===== config.mk =====
export PLATFORM = sky130hd
export DESIGN_NAME = carry_resolve_flat
export DESIGN_NICKNAME = d
export VERILOG_FILES = /design/src/rtl/carry_resolve_if.sv /design/src/rtl/carry_resolve.sv /design/src/flat_wrapper.sv
export SDC_FILE = /design/constraint.sdc
export NUM_CORES = 1
export LEC_CHECK = 0
export ABC_AREA = 0
export ABC_CLOCK_PERIOD_IN_PS = 8800
export CAP_MARGIN = 25
export CORE_MARGIN = 2
export CORE_UTILIZATION = 58
export CTS_CLUSTER_SIZE = 10
export DETAILED_ROUTE_END_ITERATION = 7
export PLACE_DENSITY_LB_ADDON = 0.05
export SKIP_CTS_REPAIR_TIMING = 1
export SLEW_MARGIN = 30
export SYNTH_ARGS = -nofsm -noshare
export SYNTH_HDL_FRONTEND = slang
export SYNTH_SLANG_ARGS = --single-unit

===== constraint.sdc =====
create_clock -name clock -period 8.8 [get_ports clock]
set_input_delay 1.32 -clock clock [delete_from_list [all_inputs] [get_ports clock]]
set_output_delay 1.32 -clock clock [all_outputs]
set_load 0.02 [all_outputs]

===== src/rtl/carry_resolve_if.sv =====
// rtl/carry_resolve_if.sv - operand and result handshake bundle for carry_resolve
interface carry_resolve_if;
  logic        in_valid;
  logic        in_ready;
  logic [31:0] g;
  logic [31:0] p;
  logic        cin;
  logic        out_valid;
  logic        out_ready;
  logic [31:0] sum;
  logic [32:0] carries;
  logic        cout;
  logic        overflow;

  modport master (
    output in_valid, g, p, cin, out_ready,
    input  in_ready, out_valid, sum, carries, cout, overflow
  );

  modport slave (
    input  in_valid, g, p, cin, out_ready,
    output in_ready, out_valid, sum, carries, cout, overflow
  );
endinterface


===== src/rtl/carry_resolve.sv =====
// rtl/carry_resolve.sv - multi-cycle carry resolution, one 8-bit block per clock
module carry_resolve (
  input logic            clock,
  input logic            reset,
  carry_resolve_if.slave bus
);
  typedef enum logic [1:0] {IDLE, BUSY, DONE} state_t;

  state_t      state;
  state_t      state_nxt;
  logic [1:0]  blk;
  logic [31:0] g_r;
  logic [31:0] p_r;
  logic [32:0] c_r;
  logic [32:0] c_nxt;
  logic [5:0]  pos;
  logic [31:0] sum_r;
  logic [32:0] carries_r;
  logic        cout_r;
  logic        ovf_r;

  // Ripple through block blk, starting from the carry left by the previous block.
  always_comb begin
    c_nxt = c_r;
    pos   = '0;
    for (int j = 0; j < 8; j++) begin
      pos = {1'b0, blk, 3'(j)};
      c_nxt[pos + 6'd1] = g_r[pos[4:0]] | (p_r[pos[4:0]] & c_nxt[pos]);
    end
  end

  always_comb begin
    state_nxt = state;
    case (state)
      IDLE:    if (bus.in_valid)  state_nxt = BUSY;
      BUSY:    if (blk == 2'd3)   state_nxt = DONE;
      DONE:    if (bus.out_ready) state_nxt = IDLE;
      default: state_nxt = IDLE;
    endcase
  end

  always_ff @(posedge clock or negedge reset) begin
    if (!reset) begin
      state <= IDLE;
    end else begin
      state <= state_nxt;
    end
  end

  always_ff @(posedge clock or negedge reset) begin
    if (!reset) begin
      blk       <= 2'd0;
      g_r       <= '0;
      p_r       <= '0;
      c_r       <= '0;
      sum_r     <= '0;
      carries_r <= '0;
      cout_r    <= 1'b0;
      ovf_r     <= 1'b0;
    end else begin
      case (state)
        IDLE: begin
          if (bus.in_valid) begin
            g_r <= bus.g;
            p_r <= bus.p;
            c_r <= {32'd0, bus.cin};
            blk <= 2'd0;
          end
        end
        BUSY: begin
          c_r <= c_nxt;
          blk <= blk + 2'd1;
          if (blk == 2'd3) begin
            sum_r     <= p_r ^ c_nxt[31:0];
            carries_r <= c_nxt;
            cout_r    <= c_nxt[32];
            ovf_r     <= c_nxt[32] ^ c_nxt[31];
          end
        end
        default: ;
      endcase
    end
  end

  // Handshake flags decode the state register only, so no input reaches an output.
  assign bus.in_ready  = (state == IDLE);
  assign bus.out_valid = (state == DONE);
  assign bus.sum       = sum_r;
  assign bus.carries   = carries_r;
  assign bus.cout      = cout_r;
  assign bus.overflow  = ovf_r;
endmodule


===== src/flat_wrapper.sv =====
// flat-port wrapper written by rule: the top's interface ports become plain ports
module carry_resolve_flat 
  (clock, reset, bus_in_valid, bus_g, bus_p, bus_cin, bus_out_ready, bus_in_ready, bus_out_valid, bus_sum, bus_carries, bus_cout, bus_overflow);
  carry_resolve_if bus_i ();
  input logic clock;
  input logic reset;
  input wire logic [$bits(bus_i.in_valid)-1:0] bus_in_valid;
  input wire logic [$bits(bus_i.g)-1:0] bus_g;
  input wire logic [$bits(bus_i.p)-1:0] bus_p;
  input wire logic [$bits(bus_i.cin)-1:0] bus_cin;
  input wire logic [$bits(bus_i.out_ready)-1:0] bus_out_ready;
  output wire logic [$bits(bus_i.in_ready)-1:0] bus_in_ready;
  output wire logic [$bits(bus_i.out_valid)-1:0] bus_out_valid;
  output wire logic [$bits(bus_i.sum)-1:0] bus_sum;
  output wire logic [$bits(bus_i.carries)-1:0] bus_carries;
  output wire logic [$bits(bus_i.cout)-1:0] bus_cout;
  output wire logic [$bits(bus_i.overflow)-1:0] bus_overflow;
  assign bus_i.in_valid = bus_in_valid;
  assign bus_i.g = bus_g;
  assign bus_i.p = bus_p;
  assign bus_i.cin = bus_cin;
  assign bus_i.out_ready = bus_out_ready;
  assign bus_in_ready = bus_i.in_ready;
  assign bus_out_valid = bus_i.out_valid;
  assign bus_sum = bus_i.sum;
  assign bus_carries = bus_i.carries;
  assign bus_cout = bus_i.cout;
  assign bus_overflow = bus_i.overflow;
  carry_resolve u_core (.clock(clock), .reset(reset), .bus(bus_i));
endmodule

Word level (Yosys, flattened, before mapping) --
Cells that the tools add are included.
Word-level totals: flip-flop bits (word level) 168, input port bits 69, output and inout bits 69, logic and storage cells 168
Cells by class: mux-type cells 80, reductions and logical operators 14, equal/unequal tests 6, bitwise gates (word level) 18, order comparisons 32, add/sub/neg operators 9
Operators with widths (count):
- bitwise mux 33 bit | 8
- case mux 33 bit (2 select lines) | 1
- less-than comparator 5 x 7 -> 1 bit (second input constant) | 8
- less-than comparator 6 x 7 -> 1 bit (second input constant) | 8
- adder 5 x 1 -> 6 bit (second input constant) | 8
- binary-select mux 1 bit (select 2 bit) | 24
- demux 1 bit (select 6 bit) | 8
- >= comparator 6 x 1 -> 1 bit (second input constant) | 8
- less-than comparator 5 x 6 -> 1 bit (second input constant) | 8
- two-way mux 33 bit | 1
- two-way mux 1 bit | 32
- XOR 32 bit | 1
- bitwise AND 1 bit | 8
- logical AND 1 bit | 8
- two-way mux 2 bit | 4
- bitwise OR 1 bit | 8
- case mux 2 bit (3 select lines) | 1
- AND reduction 2 bit | 3
- == test 2 bit (second input constant) | 2
- inequality test 2 bit (second input constant) | 2
- case mux 2 bit (2 select lines) | 1
- AND reduction 3 bit | 1
- adder 2 x 1 -> 2 bit (second input constant) | 1
- == test 2 x 1 -> 1 bit (second input constant) | 1
- 4 further kinds | 4

Logic depth before layout (Yosys ltp) --
Gate-level depths: netlist of run 1.
depth after elaboration 42, depth in mapped cells 18, gate-level depth less buffers 13

Worst setup path before layout of run 1 --
OpenSTA, ideal clock, no wires.
path kind register -> register, from register u_core.blk[0], to register u_core.ovf_r (netlist: u_core.bus.overflow), data arrival time 3.688 ns, setup slack 5.043 ns, data required time 8.731 ns, library setup time 0.069 ns, path buffers 4, stages on the path, launching flop included 18, clock period less this slack 3.757 ns, cell sequence dfrtp_1 buf_6 buf_6 inv_1 clkbuf_1 ha_1 buf_2 inv_2 nor4_2 nor3_1 o31ai_1 o21ai_1 a22oi_2 a31oi_1 o221ai_2 a21oi_2 or4_1 nand3_1
On the way: longest elaborated chain between the ends 42, elaborated cells between the ends (all ways) 123, classes of those cells add/sub: 8; order compare: 16; eq/ne: 1; mux: 72; bitwise: 17; reduce/logical: 9
RTL lines:
- start, declared | RTL line carry_resolve.sv:11 | logic [1:0] blk;
- start signal, assigned | RTL line carry_resolve.sv:72 | blk <= blk + 2'd1;
- adder 5 x 1 -> 6 bit | RTL line carry_resolve.sv:28 | c_nxt[pos + 6'd1] = g_r[pos[4:0]] | (p_r[pos[4:0]] & c_nxt[pos]);
- less-than comparator 6 x 7 -> 1 bit (implied by the code) / >= comparator 6 x 1 -> 1 bit (equally long branches) | RTL line carry_resolve.sv:28
- logical AND 1 bit (implied by the code) | RTL line carry_resolve.sv:28
- two-way mux 1 bit (implied by the code) | RTL line carry_resolve.sv:28
- demux 1 bit (select 6 bit)
- bitwise mux 33 bit | RTL line carry_resolve.sv:28
- binary-select mux 1 bit (select 2 bit) | RTL line carry_resolve.sv:28
- two-way mux 1 bit (implied by the code) | RTL line carry_resolve.sv:28
- [26 not listed]
- bitwise OR 1 bit | RTL line carry_resolve.sv:28
- bitwise mux 33 bit | RTL line carry_resolve.sv:28
- binary-select mux 1 bit (select 2 bit) | RTL line carry_resolve.sv:28
- two-way mux 1 bit (implied by the code) | RTL line carry_resolve.sv:28
- bitwise AND 1 bit | RTL line carry_resolve.sv:28
- bitwise OR 1 bit | RTL line carry_resolve.sv:28
- bitwise mux 33 bit | RTL line carry_resolve.sv:28
- XOR 1 bit | RTL line carry_resolve.sv:77 | ovf_r <= c_nxt[32] ^ c_nxt[31];
- end signal, assigned | RTL line carry_resolve.sv:77
- end, declared | RTL line carry_resolve.sv:20 | logic ovf_r;
Several ways; a longest one is shown, not always the timed one. The select of a mux whose other input is x is not followed. A chain may end at the register's enable or synchronous reset.

Worst setup path in the final report of run 1 --
from register u_core.blk[0], to register u_core.sum_r[16] (netlist: u_core.bus.sum[16])
On the way: longest elaborated chain between the ends 42, elaborated cells between the ends (all ways) 123, classes of those cells add/sub: 8; order compare: 16; eq/ne: 1; mux: 72; bitwise: 17; reduce/logical: 9
RTL lines:
- adder 5 x 1 -> 6 bit | RTL line carry_resolve.sv:28
- less-than comparator 6 x 7 -> 1 bit (implied by the code) / >= comparator 6 x 1 -> 1 bit (equally long branches) | RTL line carry_resolve.sv:28
- logical AND 1 bit (implied by the code) | RTL line carry_resolve.sv:28
- two-way mux 1 bit (implied by the code) | RTL line carry_resolve.sv:28
- demux 1 bit (select 6 bit)
- bitwise mux 33 bit | RTL line carry_resolve.sv:28
- binary-select mux 1 bit (select 2 bit) | RTL line carry_resolve.sv:28
- two-way mux 1 bit (implied by the code) | RTL line carry_resolve.sv:28
- [26 not listed]
- bitwise OR 1 bit | RTL line carry_resolve.sv:28
- bitwise mux 33 bit | RTL line carry_resolve.sv:28
- binary-select mux 1 bit (select 2 bit) | RTL line carry_resolve.sv:28
- two-way mux 1 bit (implied by the code) | RTL line carry_resolve.sv:28
- bitwise AND 1 bit | RTL line carry_resolve.sv:28
- bitwise OR 1 bit | RTL line carry_resolve.sv:28
- bitwise mux 33 bit | RTL line carry_resolve.sv:28
- XOR 32 bit | RTL line carry_resolve.sv:74 | sum_r <= p_r ^ c_nxt[31:0];
- end signal, assigned | RTL line carry_resolve.sv:74
- end, declared | RTL line carry_resolve.sv:17 | logic [31:0] sum_r;
Several ways; a longest one is shown, not always the timed one. The select of a mux whose other input is x is not followed.

==> summary.txt, run 1 <==
Run status
  – Run status: finished clean

Power and ir drop
  – Peak VDD IR: 188 µV
  – Sw Pwr: 2.03 mW
  – Lkg Pwr: 4.70 nW
  – P_int: 2.44 mW
  – Pwr Density: 440 nW/µm²
  – Switching Share: 0.455
  – Share of total power in the clock network: 0.182
  – Logic gate share of total power: 0.508
  – Seq pwr share: 0.310

Setup path
  – Data arrival time of the critical path: 5.11 ns
  – Worst setup SP type: flip-flop
  – Critical Path RT: 9.09 ns
  – Crit. End Element: flip-flop
  – Largest delay share family, worst path: compound AO/OA/AOI/OAI gates
  – WP depth: 14
  – Peak fanout along the critical path: 56
  – R2R depth: 14
  – Max stage delay on crit path: 0.62 ns
  – Crit Path Category: flip-flop to flip-flop
  – Worst path bufs/invs: 3
  – CP Cell Sequence: buf_4 -> inv_1 -> ha_1 -> buf_4 -> nor4b_1 -> nor3_2 -> a311oi_1 -> o21ai_1 -> a22oi_2 -> o21ai_1 -> o221ai_2 -> a21oi_2 -> nor2_1 -> o211ai_1
  – CP max stage cell: o221ai_2

Placed design
  – PortBufs: 137
  – Hpwl dp: 16500 µm
  – Routability cong.: 1.00

Synthesis
  – Mapped Nets: 966
  – Syn Inst Count: 893
  – Top cell type's share of synthesized area: 0.516
  – Mapped Avg Cell Area: 9.02 µm²
  – Synth area leaders: dfrtp_1 (52%), nand2_1 (13%), o21ai_0 (4.8%), nor2_1 (2.2%), xor2_1 (2.2%)
  – EDFF count, synth: 0
  – Synth Warn #: 0
  – Synth Flop Type: dfrtp_1
  – Sequential share of the synthesized area: 0.516
  – Async S/R FF share, synth: 1.00
  – Yosys reg bits: 166
  – Mapped Area: 8050 µm²
  – Post-synth top area cell: dfrtp_1
  – Distinct cells, synth: 61

STA
  – Skew final: 0.00697 ns
  – Final TNS setup: 0 ns
  – Hold Slack: 0.473 ns
  – Slew Limit Fails: 0
  – Fin. Hold Viols: 0
  – Slew margin rel.: 0.430
  – Final worst path period need: 4.82 ns
  – RSZ-0062 raised after global routing: false
  – Period utilization: 0.548
  – Max Fclk: 0.207 GHz
  – Worst-Margin Slew: 0.853 ns
  – Setup-failing EPs final: 0

Clock tree
  – Clock tree sinks: 166
  – Root Driver: clkbuf_16
  – H-Tree Depth: 4
  – Longest Clk Path Bufs: 2
  – Num CTS Buffers: 17
  – Worst-Skew Late Latency: 0.43 ns
  – TritonCTS clock tree: built
  – Worst-path clk slew: 0.06 ns

Layout
  – Area of the multi-input gates: 3620 µm²
  – Synth-to-layout area growth: 26.1%
  – Register area: 4160 µm²
  – Layout cell share with drive strength beyond 1: 0.0700
  – Layout Utilization: 0.740
  – Net count reported at finish: 1075
  – Fill cell count: 1020
  – # diodes: 0
  – Commonest non-fill, non-tap cell in the layout: nand2_1
  – Most frequent cells in the layout: nand2_1 (273), dfrtp_1 (165), clkdlybuf4s50_1 (136)

Flow run
  – Maxcap violations: 0

Floorplanning
  – Die Ht: 122 µm
  – Std cell rows: 43
  – Die Width: 122 µm
  – Core footprint: 13700 µm²
  – Die outline area: 14800 µm²
  – Starting Density: 0.587
  – Num ports: 138

Global routing
  – Gr usage total: 0.333
  – First-pass GRT wire length: 36900 µm
  – Largest net degree at the start of global routing: 90
  – Initial antenna violation count: 0
  – Vias in the first global route: 6703
  – GRT overflow: 0

Hold path
  – Hold WC Path Type: flip-flop to flip-flop
  – Hold path depth: 1

Drt
  – Drt first pass iters: 5
  – Vias per cell: 5.91
  – Final ANT Viol Nets: 0
  – WL/cell: 19.8 µm
  – Via count: 7061
  – Initial DRC count: 643
  – Residual DRC count: 0
  – Total wire length: 23600 µm
==> power groups by stage <==
stage / Sequential (mW) / Combinational [mW] / Clock [mW]
2_1_floorplan: 1.44 / 1.32 / 0
3_3_place_gp: 1.37 / 2.19 / 0
3_5_place_dp: 1.38 / 2.23 / 0
4_1_cts: 1.38 / 2.25 / 0.820
5_1_grt: 1.41 / 2.46 / 0.853
6_report: 1.39 / 2.27 / 0.815
==> synthesized netlist by cell type (all sizes together), types with 4 or more instances <==
master,number
a41oi,4
buf,14
clkbuf,43
o31ai,5
nor2b,9
mux2,4
mux2i,12
a22o,16
xnor2,5
or3,4
nor2,48
or2,4
a21o,23
nand3,22
a211oi,8
nor3,9
and2,4
inv,15
o21ai,84
o211ai,13
nand2b,4
a21oi,22
dfrtp,166
mux4,6
a31oi,13
nand2,275
xor2,20
ha,4
==> registers in the layout, summed over array words and instances, names as in the netlist <==
signal,count
u_core.c_r,32
u_core.bus.overflow,1
u_core.state,2
u_core.g_r,32
u_core.bus.carries,32
u_core.bus.sum,32
u_core.p_r,32
u_core.blk,2
u_core.bus.cout,1
==> logic make-up (layout without fill, tap and decap cells) <==
family,count (synthesis),count (layout),synth area share
compound gates,216,216,0.178
mux,22,22,0.0373
xor+xnor,25,25,0.0272
buf+inv,72,193,0.0367
fa+ha+maj,4,4,0.00622
simple gates,388,388,0.199
flops,166,166,0.516
==> metrics by stage <==
stage	worst slack, ns	cell area (µm²)	instances	power [mW]
after floorplan	5.04	8050	893	2.76
after global placement	4.18	9500	1163	3.56
after detailed placement	4.14	9500	1163	3.61
after CTS	4.11	10200	1194	4.44
after global routing	3.62	10200	1194	4.73
final	3.98	10200	1194	4.47
==> cell type report <==
| type | instances | share of cell area |
|---|---|---|
| Clock buffer | 21 | 0.0473 |
| Clock inverter | 10 | 0.0165 |
| Inverter | 15 | 0.00554 |
| Multi-Input combinational cell | 655 | 0.356 |
| Sequential cell | 166 | 0.409 |
| Tap cell | 180 | 0.0222 |
| Timing Repair Buffer | 147 | 0.143 |
==> final timing paths <==
kind                                            startpoint                                  to  slack, ns
worst min register to register  u_core.c_r[26]$_DFFE_PN0P_          u_core.c_r[26]$_DFFE_PN0P_       0.47
worst max register to register   u_core.blk[0]$_DFFE_PN0P_      u_core.bus.sum[16]$_DFFE_PN0P_       3.98
worst min-delay path            u_core.c_r[26]$_DFFE_PN0P_          u_core.c_r[26]$_DFFE_PN0P_       0.47
max in group asynchronous                            reset  u_core.bus.carries[28]$_DFFE_PN0P_       6.69
worst max-delay path             u_core.blk[0]$_DFFE_PN0P_      u_core.bus.sum[16]$_DFFE_PN0P_       3.98
min in group asynchronous                            reset      u_core.bus.sum[15]$_DFFE_PN0P_       0.93
==> metal layers <==
metal,up-vias,GRT usage,share of wire
met5,-,0,0
met4,0,0.119,0.023
met3,44,0.0679,0.083
met2,346,0.516,0.47
met1,3402,0.470,0.42
li1,3269,-,-
No activity file was read; power rests on OpenSTA's default activity.
==> inputs of run 2 (changes only) <==
Settings changed: ABC_CLOCK_PERIOD_IN_PS 8800 to 4740, CORE_UTILIZATION 58 to 53.
Clock period 8.8 ns to 4.74 ns, I/O delays scaled along.
==> run 2 against run 1 <==
Against the previous run:
- hold slack got worse by 0.11 ns
- flip-flop and latch count stayed put
- via count is 1.4% lower
- largest power group unchanged
- non-clock buffer count is 14 higher
- combinational power up 88%
- power increased by 85%
- first-iteration DRC count fell by 3.7%
- critical path type unchanged
- largest cell class unchanged
- global-route usage is 3.1 points lower
- sequential power grew 87%
- critical path depth did not move
- die area increased by 9.1%
==> summary.txt, run 2 (synthesized netlist as in run 1, its figures left out) <==
Clock tree
  – Worst-Skew Late Latency: 0.43 ns
  – TritonCTS clock tree: built
  – Worst-path clk slew: 0.06 ns
  – Longest Clk Path Bufs: 2
  – Clock tree sinks: 166
  – Root Driver: clkbuf_16
  – Num CTS Buffers: 17
  – H-Tree Depth: 4

STA
  – Period utilization: 0.876
  – Setup-failing EPs final: 0
  – Slew margin rel.: 0.359
  – Skew final: 0.00743 ns
  – Fin. Hold Viols: 0
  – RSZ-0062 raised after global routing: false
  – Final worst path period need: 4.15 ns
  – Max Fclk: 0.241 GHz
  – Slew Limit Fails: 0
  – Worst-Margin Slew: 0.959 ns
  – Final TNS setup: 0 ns

Setup path
  – Critical Path RT: 5.07 ns
  – R2r startpoint: u_core.blk[0]$_DFFE_PN0P_
  – Crit Path Category: flip-flop to flip-flop
  – CP max stage cell: o221ai_2
  – R2R Setup Slk: 0.59 ns
  – FF-to-FF End: u_core.c_r[0]$_DFFE_PN0P_
  – CP Cell Sequence: inv_1 -> buf_4 -> ha_1 -> inv_1 -> nor3_1 -> o2111ai_1 -> a41oi_2 -> o21ai_1 -> a22oi_2 -> o21ai_1 -> o221ai_2 -> a21o_1 -> nand2_1 -> o31ai_1
  – Data arrival time of the critical path: 4.49 ns
  – Max stage delay on crit path: 0.57 ns
  – R2R depth: 14
  – Worst setup SP type: flip-flop
  – Peak fanout along the critical path: 19
  – Crit. End Element: flip-flop

Placed design
  – Routability cong.: 0.910
  – PortBufs: 137
  – Hpwl dp: 16700 µm
  – Placement Cell Area: 9640 µm²

Power and ir drop
  – Seq pwr share: 0.315
  – Pwr Density: 806 nW/µm²
  – P_int: 4.51 mW
  – Share of total power in the clock network: 0.168
  – Logic gate share of total power: 0.518
  – Peak VDD IR: 390 µV
  – Switching Share: 0.454
  – Lkg Pwr: 4.75 nW
  – Sw Pwr: 3.75 mW

Global routing
  – First-pass GRT wire length: 37500 µm
  – Gr usage total: 0.302
  – Vias in the first global route: 6770
  – Largest net degree at the start of global routing: 99
  – GRT overflow: 0
  – Initial antenna violation count: 0

Drt
  – Drt first pass iters: 5
  – Final ANT Viol Nets: 0
  – Total wire length: 23500 µm
  – Initial DRC count: 619
  – Vias per cell: 5.73
  – Via count: 6964
  – WL/cell: 19.3 µm
  – Residual DRC count: 0

Floorplanning
  – Die Ht: 127 µm
  – Core footprint: 15000 µm²
  – Num ports: 138
  – Die Width: 127 µm
  – Starting Density: 0.536
  – Std cell rows: 45
  – Die outline area: 16200 µm²

Layout
  – Commonest non-fill, non-tap cell in the layout: nand2_1
  – Final instance area: 10200 µm²
  – Most frequent cells in the layout: nand2_1 (273), dfrtp_1 (165), clkdlybuf4s50_1 (136)
  – Synth-to-layout area growth: 27.1%
  – Net count reported at finish: 1089
  – # diodes: 0
  – Layout cell share with drive strength beyond 1: 0.0817

Flow run
  – Maxcap violations: 0

Run status
  – Run status: finished clean

Hold path
  – Hold WC Path Type: input port to async pin
==> run 2: cell types whose count changed in the layout (fill, tap and decap cells not counted), sizes merged <==
cell | previous run | this run
clkbuf | 21 | 20
buf | 11 | 25
bufinv | 4 | 2
clkinv | 3 | 5
inv | 17 | 18
==> run 2: power by group through the flow <==
stage / registers, mW / clock network (mW) / logic, mW
after floorplan: 2.68 / 0 / 2.44
final: 2.60 / 1.38 / 4.27
after detailed placement: 2.60 / 0 / 4.21
after global placement: 2.59 / 0 / 4.15
after global routing: 2.66 / 1.45 / 4.66
after CTS: 2.58 / 1.40 / 4.25
==> run 2: area by class of cell <==
class,count,area [µm²]
clock inverter,11,123
fill,1271,4800
tap,188,235
multi-input combinational,655,3620
sequential,166,4160
inverter,15,56.3
timing repair buffer,161,1580
clock buffer,20,467
==> run 2: how the worst max path moves through the flow <==
| stage | start | slack (ns) | cells past startpoint | end |
|---|---|---|---|---|
| CTS | u_core.blk[0]$_DFFE_PN0P_ | 0.68 | 14 | u_core.bus.sum[16]$_DFFE_PN0P_ |
| global route | u_core.blk[0]$_DFFE_PN0P_ | 0.32 | 15 | u_core.c_r[6]$_DFFE_PN0P_ |
| finish | u_core.blk[0]$_DFFE_PN0P_ | 0.59 | 14 | u_core.c_r[0]$_DFFE_PN0P_ |
| global placement | u_core.blk[0]$_DFFE_PN0P_ | 0.78 | 12 | u_core.c_r[6]$_DFFE_PN0P_ |
| detailed placement | u_core.blk[0]$_DFFE_PN0P_ | 0.68 | 14 | u_core.c_r[0]$_DFFE_PN0P_ |
| floorplan | u_core.blk[0]$_DFFE_PN0P_ | 0.98 | 17 | u_core.bus.overflow$_DFFE_PN0P_ |
==> run 2: worst max-delay path: cells and delay by family (launching register included) <==
family / cells / cell delay [ns]
AOI/OAI and AO/OA: 8 / 2.31
adders and majority gates: 1 / 0.36
buffers and inverters: 3 / 0.52
DFF: 1 / 0.54
and+or+nand+nor: 2 / 0.33
==> run 2: per-stage QoR <==
stage	instances	hold slack, ns	power, mW	setup WS, ns	utilization
floorplan	893	0.415	5.12	0.983	-
global placement	1185	0.454	6.74	0.785	0.641
detailed placement	1185	0.458	6.81	0.682	0.641
CTS	1216	0.386	8.23	0.685	0.680
global route	1216	0.409	8.77	0.317	0.681
finish	1216	0.359	8.25	0.587	0.681
==> run 2: per-layer routing <==
metal	up-vias	track usage	part of all wire
met5	-	0	0
met4	0	0.125	0.034
met3	44	0.0532	0.058
met2	251	0.463	0.46
met1	3367	0.429	0.45
li1	3302	-	-
==> inputs of run 3 (changes only) <==
==> constraint.sdc (replaced) <==
create_clock -name clock -period 4.74 [get_ports clock]
set_input_delay 0.711 -clock clock [delete_from_list [all_inputs] [get_ports clock]]
set_output_delay 0.711 -clock clock [all_outputs]
set_load 0.05 [all_outputs]
==> results of run 3 <==
The final DEF is identical to that of run 2. Status: finished clean.
Main changes from that run: total power 8.25 mW -> 8.82 mW; worst IR drop on VDD 390 µV -> 391 µV
